$ cat config.mk
export PLATFORM = sky130hd
export DESIGN_NAME = regfile_wb_arbiter_flat
export DESIGN_NICKNAME = d
export VERILOG_FILES = /design/src/rtl/regfile_wb_arbiter_if.sv /design/src/rtl/regfile_wb_arbiter.sv /design/src/flat_wrapper.sv
export SDC_FILE = /design/constraint.sdc
export NUM_CORES = 1
export LEC_CHECK = 0
export ABC_AREA = 1
export BUFFER_PORTS_ARGS = -buffer_cell sky130_fd_sc_hd__buf_2
export CORE_MARGIN = 2
export CORE_UTILIZATION = 30
export DETAILED_ROUTE_END_ITERATION = 10
export GPL_TIMING_DRIVEN = 0
export PLACE_DENSITY = 0.53
export RECOVER_POWER = 50
export SYNTH_ARGS = -nofsm -noshare
export SYNTH_HDL_FRONTEND = slang
export SYNTH_SLANG_ARGS = --single-unit
$ cat constraint.sdc
create_clock -name clk -period 4.4 [get_ports clk]
set_clock_uncertainty 0.05 [all_clocks]
set_input_delay 0.44 -clock clk [delete_from_list [all_inputs] [get_ports clk]]
set_output_delay 0.44 -clock clk [all_outputs]
set_load 0.01 [all_outputs]
$ cat src/rtl/regfile_wb_arbiter_if.sv
// Writeback bus between execute-stage requesters/decode and regfile_wb_arbiter.
// Groups the requester handshakes, the decode allocation/query port and the
// registered register-file write port. When RFWB_FWD_EN is defined the bus
// also carries the forwarding hit flags fwd_A/fwd_B.
interface regfile_wb_arbiter_if #(
  parameter int N_REQ = 3,
  parameter int DW    = 32
);
  logic [N_REQ-1:0]    req_valid;
  logic [N_REQ-1:0]    req_ready;
  logic [5*N_REQ-1:0]  req_reg;
  logic [DW*N_REQ-1:0] req_data;
  logic                alloc_valid;
  logic [4:0]          alloc_reg;
  logic                alloc_ready;
  logic [4:0]          regA;
  logic [4:0]          regB;
  logic                busy_A;
  logic                busy_B;
  logic                RegWrite;
  logic [4:0]          regW;
  logic [DW-1:0]       Wdat;
  logic                err;
`ifdef RFWB_FWD_EN
  logic                fwd_A;
  logic                fwd_B;
`endif

  // Execute units and decode drive requests and queries.
  modport master (
    output req_valid, req_reg, req_data, alloc_valid, alloc_reg, regA, regB,
`ifdef RFWB_FWD_EN
    input  fwd_A, fwd_B,
`endif
    input  req_ready, alloc_ready, busy_A, busy_B, RegWrite, regW, Wdat, err
  );

  // The arbiter answers them and drives the register-file write port.
  modport slave (
    input  req_valid, req_reg, req_data, alloc_valid, alloc_reg, regA, regB,
`ifdef RFWB_FWD_EN
    output fwd_A, fwd_B,
`endif
    output req_ready, alloc_ready, busy_A, busy_B, RegWrite, regW, Wdat, err
  );
endinterface

$ cat src/rtl/regfile_wb_arbiter.sv
// regfile_wb_arbiter: round-robin arbiter for the single register-file write
// port plus a 32-entry busy scoreboard used by decode for operand stalls.
// Optional feature macro: RFWB_FWD_EN adds fwd_A/fwd_B and masks busy_A/B
// during the RegWrite cycle so decode can take the operand from Wdat.
module regfile_wb_arbiter #(
  parameter int N_REQ = 3,
  parameter int DW    = 32
) (
  input  logic                 clk,
  input  logic                 Rst_n,
  regfile_wb_arbiter_if.slave  bus
);
  localparam int PW = (N_REQ > 1) ? $clog2(N_REQ) : 1;

  logic [PW-1:0]    rrPtr;
  logic [PW-1:0]    nextPtr;
  logic [N_REQ-1:0] grant;
  logic             transfer;
  logic [4:0]       selReg;
  logic [DW-1:0]    selData;
  logic [31:0]      busyQ;
  logic [31:0]      busyNext;
  logic             allocReady;
  logic             allocFire;
  logic             errSet;
  logic             regWriteQ;
  logic [4:0]       regWQ;
  logic [DW-1:0]    wdatQ;
  logic             errQ;
  logic             fwdA;
  logic             fwdB;

  // Round-robin search starting at rrPtr; picks the first valid requester.
  always_comb begin
    int   idx;
    logic found;
    idx     = 0;
    found   = 1'b0;
    grant   = '0;
    selReg  = 5'd0;
    selData = '0;
    nextPtr = rrPtr;
    for (int k = 0; k < N_REQ; k++) begin
      idx = (int'(rrPtr) + k) % N_REQ;
      if (!found && bus.req_valid[idx]) begin
        found      = 1'b1;
        grant[idx] = 1'b1;
        selReg     = bus.req_reg[5*idx +: 5];
        selData    = bus.req_data[DW*idx +: DW];
        nextPtr    = PW'((idx + 1) % N_REQ);
      end else begin
        found = found;
      end
    end
  end

  assign transfer      = |grant;
  assign bus.req_ready = grant;

  // Decode may claim a register only when it has no producer in flight.
  assign allocReady      = ~busyQ[bus.alloc_reg] | (bus.alloc_reg == 5'd0);
  assign allocFire       = bus.alloc_valid & allocReady & (bus.alloc_reg != 5'd0);
  assign bus.alloc_ready = allocReady;

  // A write to a register that nobody allocated is a protocol error.
  assign errSet = transfer & (selReg != 5'd0) & ~busyQ[selReg];

  // Scoreboard next state: clear on the committing edge, then alloc so a new producer wins.
  always_comb begin
    busyNext = busyQ;
    if (regWriteQ) begin
      busyNext[regWQ] = 1'b0;
    end else begin
      busyNext = busyNext;
    end
    if (allocFire) begin
      busyNext[bus.alloc_reg] = 1'b1;
    end else begin
      busyNext = busyNext;
    end
    busyNext[0] = 1'b0;
  end

  // Scoreboard, round-robin pointer and sticky error flag.
  always_ff @(posedge clk or negedge Rst_n) begin
    if (!Rst_n) begin
      busyQ <= 32'd0;
      rrPtr <= '0;
      errQ  <= 1'b0;
    end else begin
      busyQ <= busyNext;
      rrPtr <= nextPtr;
      errQ  <= errQ | errSet;
    end
  end

  // Registered register-file write port; address/data hold when idle.
  always_ff @(posedge clk or negedge Rst_n) begin
    if (!Rst_n) begin
      regWriteQ <= 1'b0;
      regWQ     <= 5'd0;
      wdatQ     <= '0;
    end else if (transfer) begin
      regWriteQ <= (selReg != 5'd0);
      regWQ     <= selReg;
      wdatQ     <= selData;
    end else begin
      regWriteQ <= 1'b0;
    end
  end

  assign bus.RegWrite = regWriteQ;
  assign bus.regW     = regWQ;
  assign bus.Wdat     = wdatQ;
  assign bus.err      = errQ;

  assign fwdA = regWriteQ & (regWQ == bus.regA) & (bus.regA != 5'd0);
  assign fwdB = regWriteQ & (regWQ == bus.regB) & (bus.regB != 5'd0);

`ifdef RFWB_FWD_EN
  assign bus.fwd_A  = fwdA;
  assign bus.fwd_B  = fwdB;
  assign bus.busy_A = busyQ[bus.regA] & ~fwdA;
  assign bus.busy_B = busyQ[bus.regB] & ~fwdB;
`else
  // Without forwarding the operand stays busy until the clearing edge.
  assign bus.busy_A = busyQ[bus.regA] | (fwdA & 1'b0);
  assign bus.busy_B = busyQ[bus.regB] | (fwdB & 1'b0);
`endif
endmodule
$ cat src/flat_wrapper.sv
// flat-port wrapper written by rule: the top's interface ports become plain ports
module regfile_wb_arbiter_flat 
#(
  parameter int N_REQ = 3,
  parameter int DW    = 32
)
  (clk, Rst_n, bus_req_valid, bus_req_reg, bus_req_data, bus_alloc_valid, bus_alloc_reg, bus_regA, bus_regB, bus_req_ready, bus_alloc_ready, bus_busy_A, bus_busy_B, bus_RegWrite, bus_regW, bus_Wdat, bus_err);
  regfile_wb_arbiter_if #(.N_REQ(N_REQ), .DW(DW)) bus_i ();
  input  logic clk;
  input  logic Rst_n;
  input wire logic [$bits(bus_i.req_valid)-1:0] bus_req_valid;
  input wire logic [$bits(bus_i.req_reg)-1:0] bus_req_reg;
  input wire logic [$bits(bus_i.req_data)-1:0] bus_req_data;
  input wire logic [$bits(bus_i.alloc_valid)-1:0] bus_alloc_valid;
  input wire logic [$bits(bus_i.alloc_reg)-1:0] bus_alloc_reg;
  input wire logic [$bits(bus_i.regA)-1:0] bus_regA;
  input wire logic [$bits(bus_i.regB)-1:0] bus_regB;
  output wire logic [$bits(bus_i.req_ready)-1:0] bus_req_ready;
  output wire logic [$bits(bus_i.alloc_ready)-1:0] bus_alloc_ready;
  output wire logic [$bits(bus_i.busy_A)-1:0] bus_busy_A;
  output wire logic [$bits(bus_i.busy_B)-1:0] bus_busy_B;
  output wire logic [$bits(bus_i.RegWrite)-1:0] bus_RegWrite;
  output wire logic [$bits(bus_i.regW)-1:0] bus_regW;
  output wire logic [$bits(bus_i.Wdat)-1:0] bus_Wdat;
  output wire logic [$bits(bus_i.err)-1:0] bus_err;
  assign bus_i.req_valid = bus_req_valid;
  assign bus_i.req_reg = bus_req_reg;
  assign bus_i.req_data = bus_req_data;
  assign bus_i.alloc_valid = bus_alloc_valid;
  assign bus_i.alloc_reg = bus_alloc_reg;
  assign bus_i.regA = bus_regA;
  assign bus_i.regB = bus_regB;
  assign bus_req_ready = bus_i.req_ready;
  assign bus_alloc_ready = bus_i.alloc_ready;
  assign bus_busy_A = bus_i.busy_A;
  assign bus_busy_B = bus_i.busy_B;
  assign bus_RegWrite = bus_i.RegWrite;
  assign bus_regW = bus_i.regW;
  assign bus_Wdat = bus_i.Wdat;
  assign bus_err = bus_i.err;
  regfile_wb_arbiter #(.N_REQ(N_REQ), .DW(DW)) u_core (.clk(clk), .Rst_n(Rst_n), .bus(bus_i));
endmodule
==> run metrics, run 1 <==
flops & latches, synth=a little over 70; total vias in the final route=between 10000 and 15000; Port Buffers=~180; slowest cell on the critical path=dfrtp_2; Post-Syn Instances=~1400; row cnt=61; post-layout util=0.3932; vias in the first global route=between 10000 and 15000; P&R area growth vs syn=29.23%; mapped cell area=0.008453 mm²; die area=around 0.03 mm²; final setup fails=2; global route total overflow=0; Hold Crit Depth=2; register area share after synthesis=0.2131; crit path DAT=approximately 4700 ps; initial core utilization=0.3043; RSZ-0062 raised after global routing=yes; failing checks=max-capacitance violations, max-slew violations, negative setup slack; vias per cell=about 5.6; post-synth cell types=57; clock sink count=72; CTS Buffer Depth=2; largest net degree at the start of global routing=44; Setup Crit Path Kind=reg -> reg; Synth Warn #=0; final slew viol count=75; final worst-path cycle share=1.024; Die X=around 170 µm; Post-synth ARST share=1.000; Final WS setup=-105.6 ps; Post-synth EDFFs=0; dpl hpwl=27.54 mm; crit start category=flop; cells on worst reg2reg path=between 40 and 50; drt wl/cell=19.30 µm; CTS Root Cell=clkbuf_16; clock latency on the worst-skew pair=350 ps; Clock Pin Slew Worst Setup and Hold Paths=70 ps; Slew @ Worst Pin=about 2300 ps; first-pass GRT wire length=slightly below 60 mm; Worst path max stage delay=420 ps; Max-slew headroom=-0.5080; # DRC=0; router iterations before antenna repair=6; mean post-synth cell area=6.220 µm²; Detailed Route WL=around 38 mm; drt initial violations=about 1100; Final Net Count=~1700; total CTS buffers=9; minimum clock period=~4500 ps; ys flop type=dfrtp_1; Final Hold Violating Endpoints=0; H-tree Lvls=3; Die Height=roughly 170 µm; Core ar.=about 0.028 mm²; proportion of layout cells with a drive suffix above 1=0.2334; Mapped Nets=roughly 1500; Final GP Congestion=~0.92; worst-path fanout max=6; status=finished, violations left; initial antenna violation count=9; crit end category=flop; hold crit path type=reg -> reg; Worst EP required=around 4600 ps; I/O Pins=between 150 and 200; max-cap viol count=2; CTS tree=done; post-route ant nets=0; Max Clock Freq=around 0.22 GHz; Worst path most repeated cell=nand2_1; Total GRT Usage=0.2504; Place WS=-928.1 ps
routing by layer:
metal,GRT usage,vias to the layer above,share of wire
li1,-,5222,-
met1,0.3358,5185,0.43
met2,0.3936,606,0.44
met3,0.05493,94,0.095
met4,0.09426,6,0.033
met5,0,-,0.0011
per-stage QoR:
step	instance area [µm²]	cells	hold slack [ps]	setup TNS, ps
2_1_floorplan	8478	1359	94.41	0
3_3_place_gp	9832	1913	437.2	-3979
3_5_place_dp	9862	1914	381.4	-4079
4_1_cts	10580	1957	1.991	-78.98
5_1_grt	10910	1978	482.9	-1012
6_report	10920	1983	443.3	-190.8
synth_stat cells, drive strengths merged (10+ instances only):
cell type	number	area share
a21oi	32	0.023
o22ai	70	0.052
o221ai	38	0.039
a41oi	34	0.035
inv	165	0.074
clkbuf	73	0.032
nand2	320	0.15
nor2	130	0.069
a22oi	15	0.013
nand4	14	0.010
nand3	94	0.065
ha	17	0.025
nor3	10	0.0059
buf	11	0.010
dfrtp	72	0.21
o21ai	211	0.13
o211ai	20	0.018
cell families after synthesis:
| family | count (synthesis) | synth area share |
|---|---|---|
| AO/OA/AOI/OAI | 439 | 0.3270 |
| XOR/XNOR | 3 | 0.003109 |
| adder cells (fa/ha/maj) | 19 | 0.02990 |
| buffers and inverters | 251 | 0.1178 |
| flip-flops | 72 | 0.2131 |
| multiplexers | 3 | 0.003996 |
| AND/OR/NAND/NOR | 572 | 0.3051 |
path summary, 6_finish.rpt:
path | slack [ps] | startpoint | endpoint
max | -110 | u_core.rrPtr[1] | u_core.rrPtr[1]
min | 440 | u_core.bus.err | u_core.bus.err
max reg2reg | -110 | u_core.rrPtr[1] | u_core.rrPtr[1]
min reg2reg | 440 | u_core.bus.err | u_core.bus.err
max in group asynchronous | 800 | Rst_n | u_core.bus.Wdat[20]
min in group asynchronous | 520 | Rst_n | u_core.busyQ[4]
registers in the layout, indices dropped and copies added, names as in the netlist:
register / count
u_core.bus.Wdat: 32
u_core.busyQ: 31
u_core.bus.regW: 5
u_core.rrPtr: 2
u_core.bus.RegWrite: 1
u_core.bus.err: 1
cell usage in the layout, fill, tap and decap left out, types with 3 or more instances in the layout:
cell | Yosys | layout
a21oi_1 | 28 | 27
a21oi_4 | 3 | 3
a22oi_1 | 15 | 15
a31oi_1 | 5 | 5
a41oi_1 | 34 | 33
buf_2 | 4 | 160
buf_4 | 1 | 45
buf_6 | 5 | 3
buf_8 | 0 | 3
clkbuf_1 | 73 | 86
clkbuf_16 | 0 | 9
clkbuf_2 | 0 | 3
dfrtp_1 | 72 | 70
diode_2 | 0 | 7
ha_1 | 17 | 9
ha_4 | 0 | 7
inv_1 | 153 | 136
inv_2 | 11 | 21
inv_4 | 1 | 6
inv_6 | 0 | 3
nand2_1 | 301 | 279
nand2_2 | 13 | 26
nand2_4 | 6 | 14
nand3_1 | 79 | 71
nand3_2 | 14 | 14
nand3_4 | 1 | 9
nand4_1 | 14 | 14
nor2_1 | 115 | 112
nor2_4 | 9 | 15
nor3_1 | 10 | 10
o211ai_1 | 20 | 20
o21ai_0 | 203 | 202
o21ai_2 | 1 | 4
o21ai_4 | 2 | 4
o221ai_1 | 38 | 38
o22ai_1 | 70 | 70
critical path: cells and delay by family, from the launching register on:
| family | cells | cell delay, ps |
|---|---|---|
| compound gates | 3 | 320 |
| fa+ha+maj | 4 | 820 |
| simple gates | 25 | 2050 |
| buf+inv | 10 | 760 |
| flops | 1 | 420 |
layout make-up:
class / instances / area (µm²)
Fill cell: 3074 / 16860
Multi-Input combinational cell: 1037 / 6042
Sequential cell: 72 / 1804
Timing Repair Buffer: 223 / 1221
Inverter: 167 / 656.9
Tap cell: 378 / 473.0
Buffer: 83 / 399.1
Clock buffer: 9 / 225.2
Clock inverter: 7 / 85.08
Antenna cell: 7 / 17.52
repair_timing:
item	4_1_cts	5_1_grt
resized for setup	54	65
setup endpoints to repair	9	4
pin swaps	29	38
buffers inserted	28	17
cloned	0	2
hold buffers	0	0
Power of run 1 is left out: the tool's default activity adds up to more than one toggle a clock period on the data nets, which glitch-free logic cannot reach.
==> run 2, diff against run 1 <==
--- a/config.mk
+++ b/config.mk
@@ -11,7 +11,7 @@
 export CORE_UTILIZATION = 30
 export DETAILED_ROUTE_END_ITERATION = 10
 export GPL_TIMING_DRIVEN = 0
-export PLACE_DENSITY = 0.53
+export PLACE_DENSITY = 0.51
 export RECOVER_POWER = 50
 export SYNTH_ARGS = -nofsm -noshare
 export SYNTH_HDL_FRONTEND = slang
==> constraint.sdc (replaced) <==
create_clock -name clk -period 5.7 [get_ports clk]
set_clock_uncertainty 0.05 [all_clocks]
set_input_delay 0.57 -clock clk [delete_from_list [all_inputs] [get_ports clk]]
set_output_delay 0.57 -clock clk [all_outputs]
set_load 0.01 [all_outputs]
==> run metrics, run 2 (synthesized netlist as in run 1, its figures left out) <==
Core ar.=0.02778 mm² (unchanged); die area=0.02954 mm² (unchanged); router iterations before antenna repair=9 (was 6); Final GP Congestion=0.9196 (was 0.9180); crit path DAT=5430 ps (was 4710 ps); total vias in the final route=10704 (was 11113); Die Height=171.9 µm (unchanged); max-cap viol count=1 (was 2); met3 wire length=3.166 mm (was 3.629 mm); drt wl/cell=18.96 µm (was 19.30 µm); clock latency on the worst-skew pair=350 ps (about the same); initial antenna violation count=9 (unchanged); Slew @ Worst Pin=3362 ps (was 2258 ps); vias in the first global route=10271 (was 10341); row cnt=61 (unchanged); Top Layer Used=met5 (unchanged); # DRC=0 (unchanged); Max Clock Freq=0.1908 GHz (was 0.2219 GHz); WL met1=16.07 mm (was 16.30 mm); Final WS setup=457.9 ps (was -105.6 ps); status=finished, violations left (unchanged); final slew viol count=54 (was 75); CTS tree=done (unchanged); cells on worst reg2reg path=22 (was 42); met2 wire len=16.56 mm (was 17.03 mm); Max-slew headroom=-1.241 (was -0.5080); crit end category=flop (unchanged); post-route ant nets=0 (unchanged); H-tree Lvls=3 (unchanged); P&R area growth vs syn=19.58% (was 29.23%); Clock Pin Slew Worst Setup and Hold Paths=70 ps (about the same); Setup Crit Path Kind=reg -> reg (unchanged); CTS Root Cell=clkbuf_16 (unchanged); first-pass GRT wire length=57.42 mm (was 57.60 mm); Worst EP required=5890 ps (was 4600 ps); Hold-fix buffers, CTS=0 (unchanged); vias per cell=5.526 (was 5.604); Final Hold Violating Endpoints=0 (unchanged); total CTS buffers=9 (unchanged); max reg flops=32 (unchanged); CTS Buffer Depth=2 (unchanged); drt initial violations=931 (was 1052); global route total overflow=0 (unchanged); Critical R2R Launch=u_core.rrPtr[0] (was u_core.rrPtr[1]); RSZ-0062 raised after global routing=no (was yes); Die X=171.9 µm (unchanged); final setup fails=0 (was 2); worst-path fanout max=10 (was 6); largest net degree at the start of global routing=54 (was 44); minimum clock period=5242 ps (was 4506 ps); final hold slack=377.6 ps (was 443.3 ps); Total GRT Usage=0.2475 (was 0.2504); dpl hpwl=27.41 mm (was 27.54 mm); # fillers=3205 (was 3074); Final Net Count=1699 (was 1744); Detailed Route WL=36.73 mm (was 38.28 mm); most frequent cells in the layout=nand2_1, o21ai_0, buf_2, inv_1, nor2_1 (unchanged); Worst R2R Setup Slack=460 ps (was -110 ps); Port Buffers=176 (unchanged); failing checks=max-capacitance violations, max-slew violations (was max-capacitance violations, max-slew violations, negative setup slack); post-layout util=0.3639 (was 0.3932); hold crit path type=in -> async (was reg -> reg); I/O Pins=177 (unchanged); commonest non-fill, non-tap cell in the layout=nand2_1 (unchanged); clock sink count=72 (unchanged); initial core utilization=0.3043 (unchanged); proportion of layout cells with a drive suffix above 1=0.1674 (was 0.2334); Setup TNS=0 ps (was -190.8 ps); final worst-path cycle share=0.9197 (was 1.024); FF-to-FF End=u_core.bus.err (was u_core.rrPtr[1]); crit start category=flop (unchanged); Place WS=-172.8 ps (was -928.1 ps)
[run 2: how the worst max path moves through the flow]
| stage | startpoint | endpoint | slack (ps) | depth (start not counted) |
|---|---|---|---|---|
| 2_1_floorplan | u_core.rrPtr[1] | u_core.rrPtr[1] | 980 | 40 |
| 3_3_place_gp | u_core.rrPtr[1] | u_core.rrPtr[1] | -130 | 40 |
| 3_5_place_dp | u_core.rrPtr[1] | u_core.rrPtr[1] | -170 | 40 |
| 4_1_cts | u_core.rrPtr[1] | u_core.bus.err | 220 | 23 |
| 5_1_grt | u_core.rrPtr[0] | u_core.bus.err | 10 | 22 |
| 6_report | u_core.rrPtr[0] | u_core.bus.err | 460 | 22 |
[run 2: per-layer routing]
metal,up-vias,track usage
met5,-,0
met4,4,0.07198
met3,68,0.04646
met2,502,0.3993
met1,5015,0.3367
li1,5115,-
[run 2: critical path, cell delays in order, from the launching register on]
cell and delay (ps):
dfrtp_2 440, inv_1 160, ha_1 290, inv_2 120
clkbuf_1 370, clkbuf_2 360, clkbuf_1 410, nand3_1 160
fa_1 410, or2_2 280, nand2_1 120, inv_1 150
a31oi_1 180, o21ai_0 120, nand3_1 250, nand3_2 200
clkbuf_1 270, o21ai_0 230, o211ai_1 110, nand3_1 110
o211ai_1 100, nand3_1 170, nand2_1 60
[run 2: final cells by class]
class	count	area, µm²	share of cell area
Tap cell	378	473.0	0.04679
Timing Repair Buffer	179	870.8	0.08615
Clock buffer	9	225.2	0.02228
Antenna cell	6	15.01	0.001485
Clock inverter	7	61.31	0.006065
Buffer	83	360.3	0.03565
Inverter	167	634.4	0.06276
Multi-Input combinational cell	1036	5664	0.5603
Sequential cell	72	1804	0.1785
[run 2: metrics by stage]
stage	std cells	cell area, µm²
floorplan	1359	8453
global placement	1913	9807
detailed placement	1914	9837
CTS	1929	10120
global route	1932	10100
finish	1937	10110
[run 2: repair_timing]
item                       CTS  global route
buffers inserted             0             2
setup endpoints to repair    2             3
resized for setup            1             8
Power of run 2 is left out for the same reason.
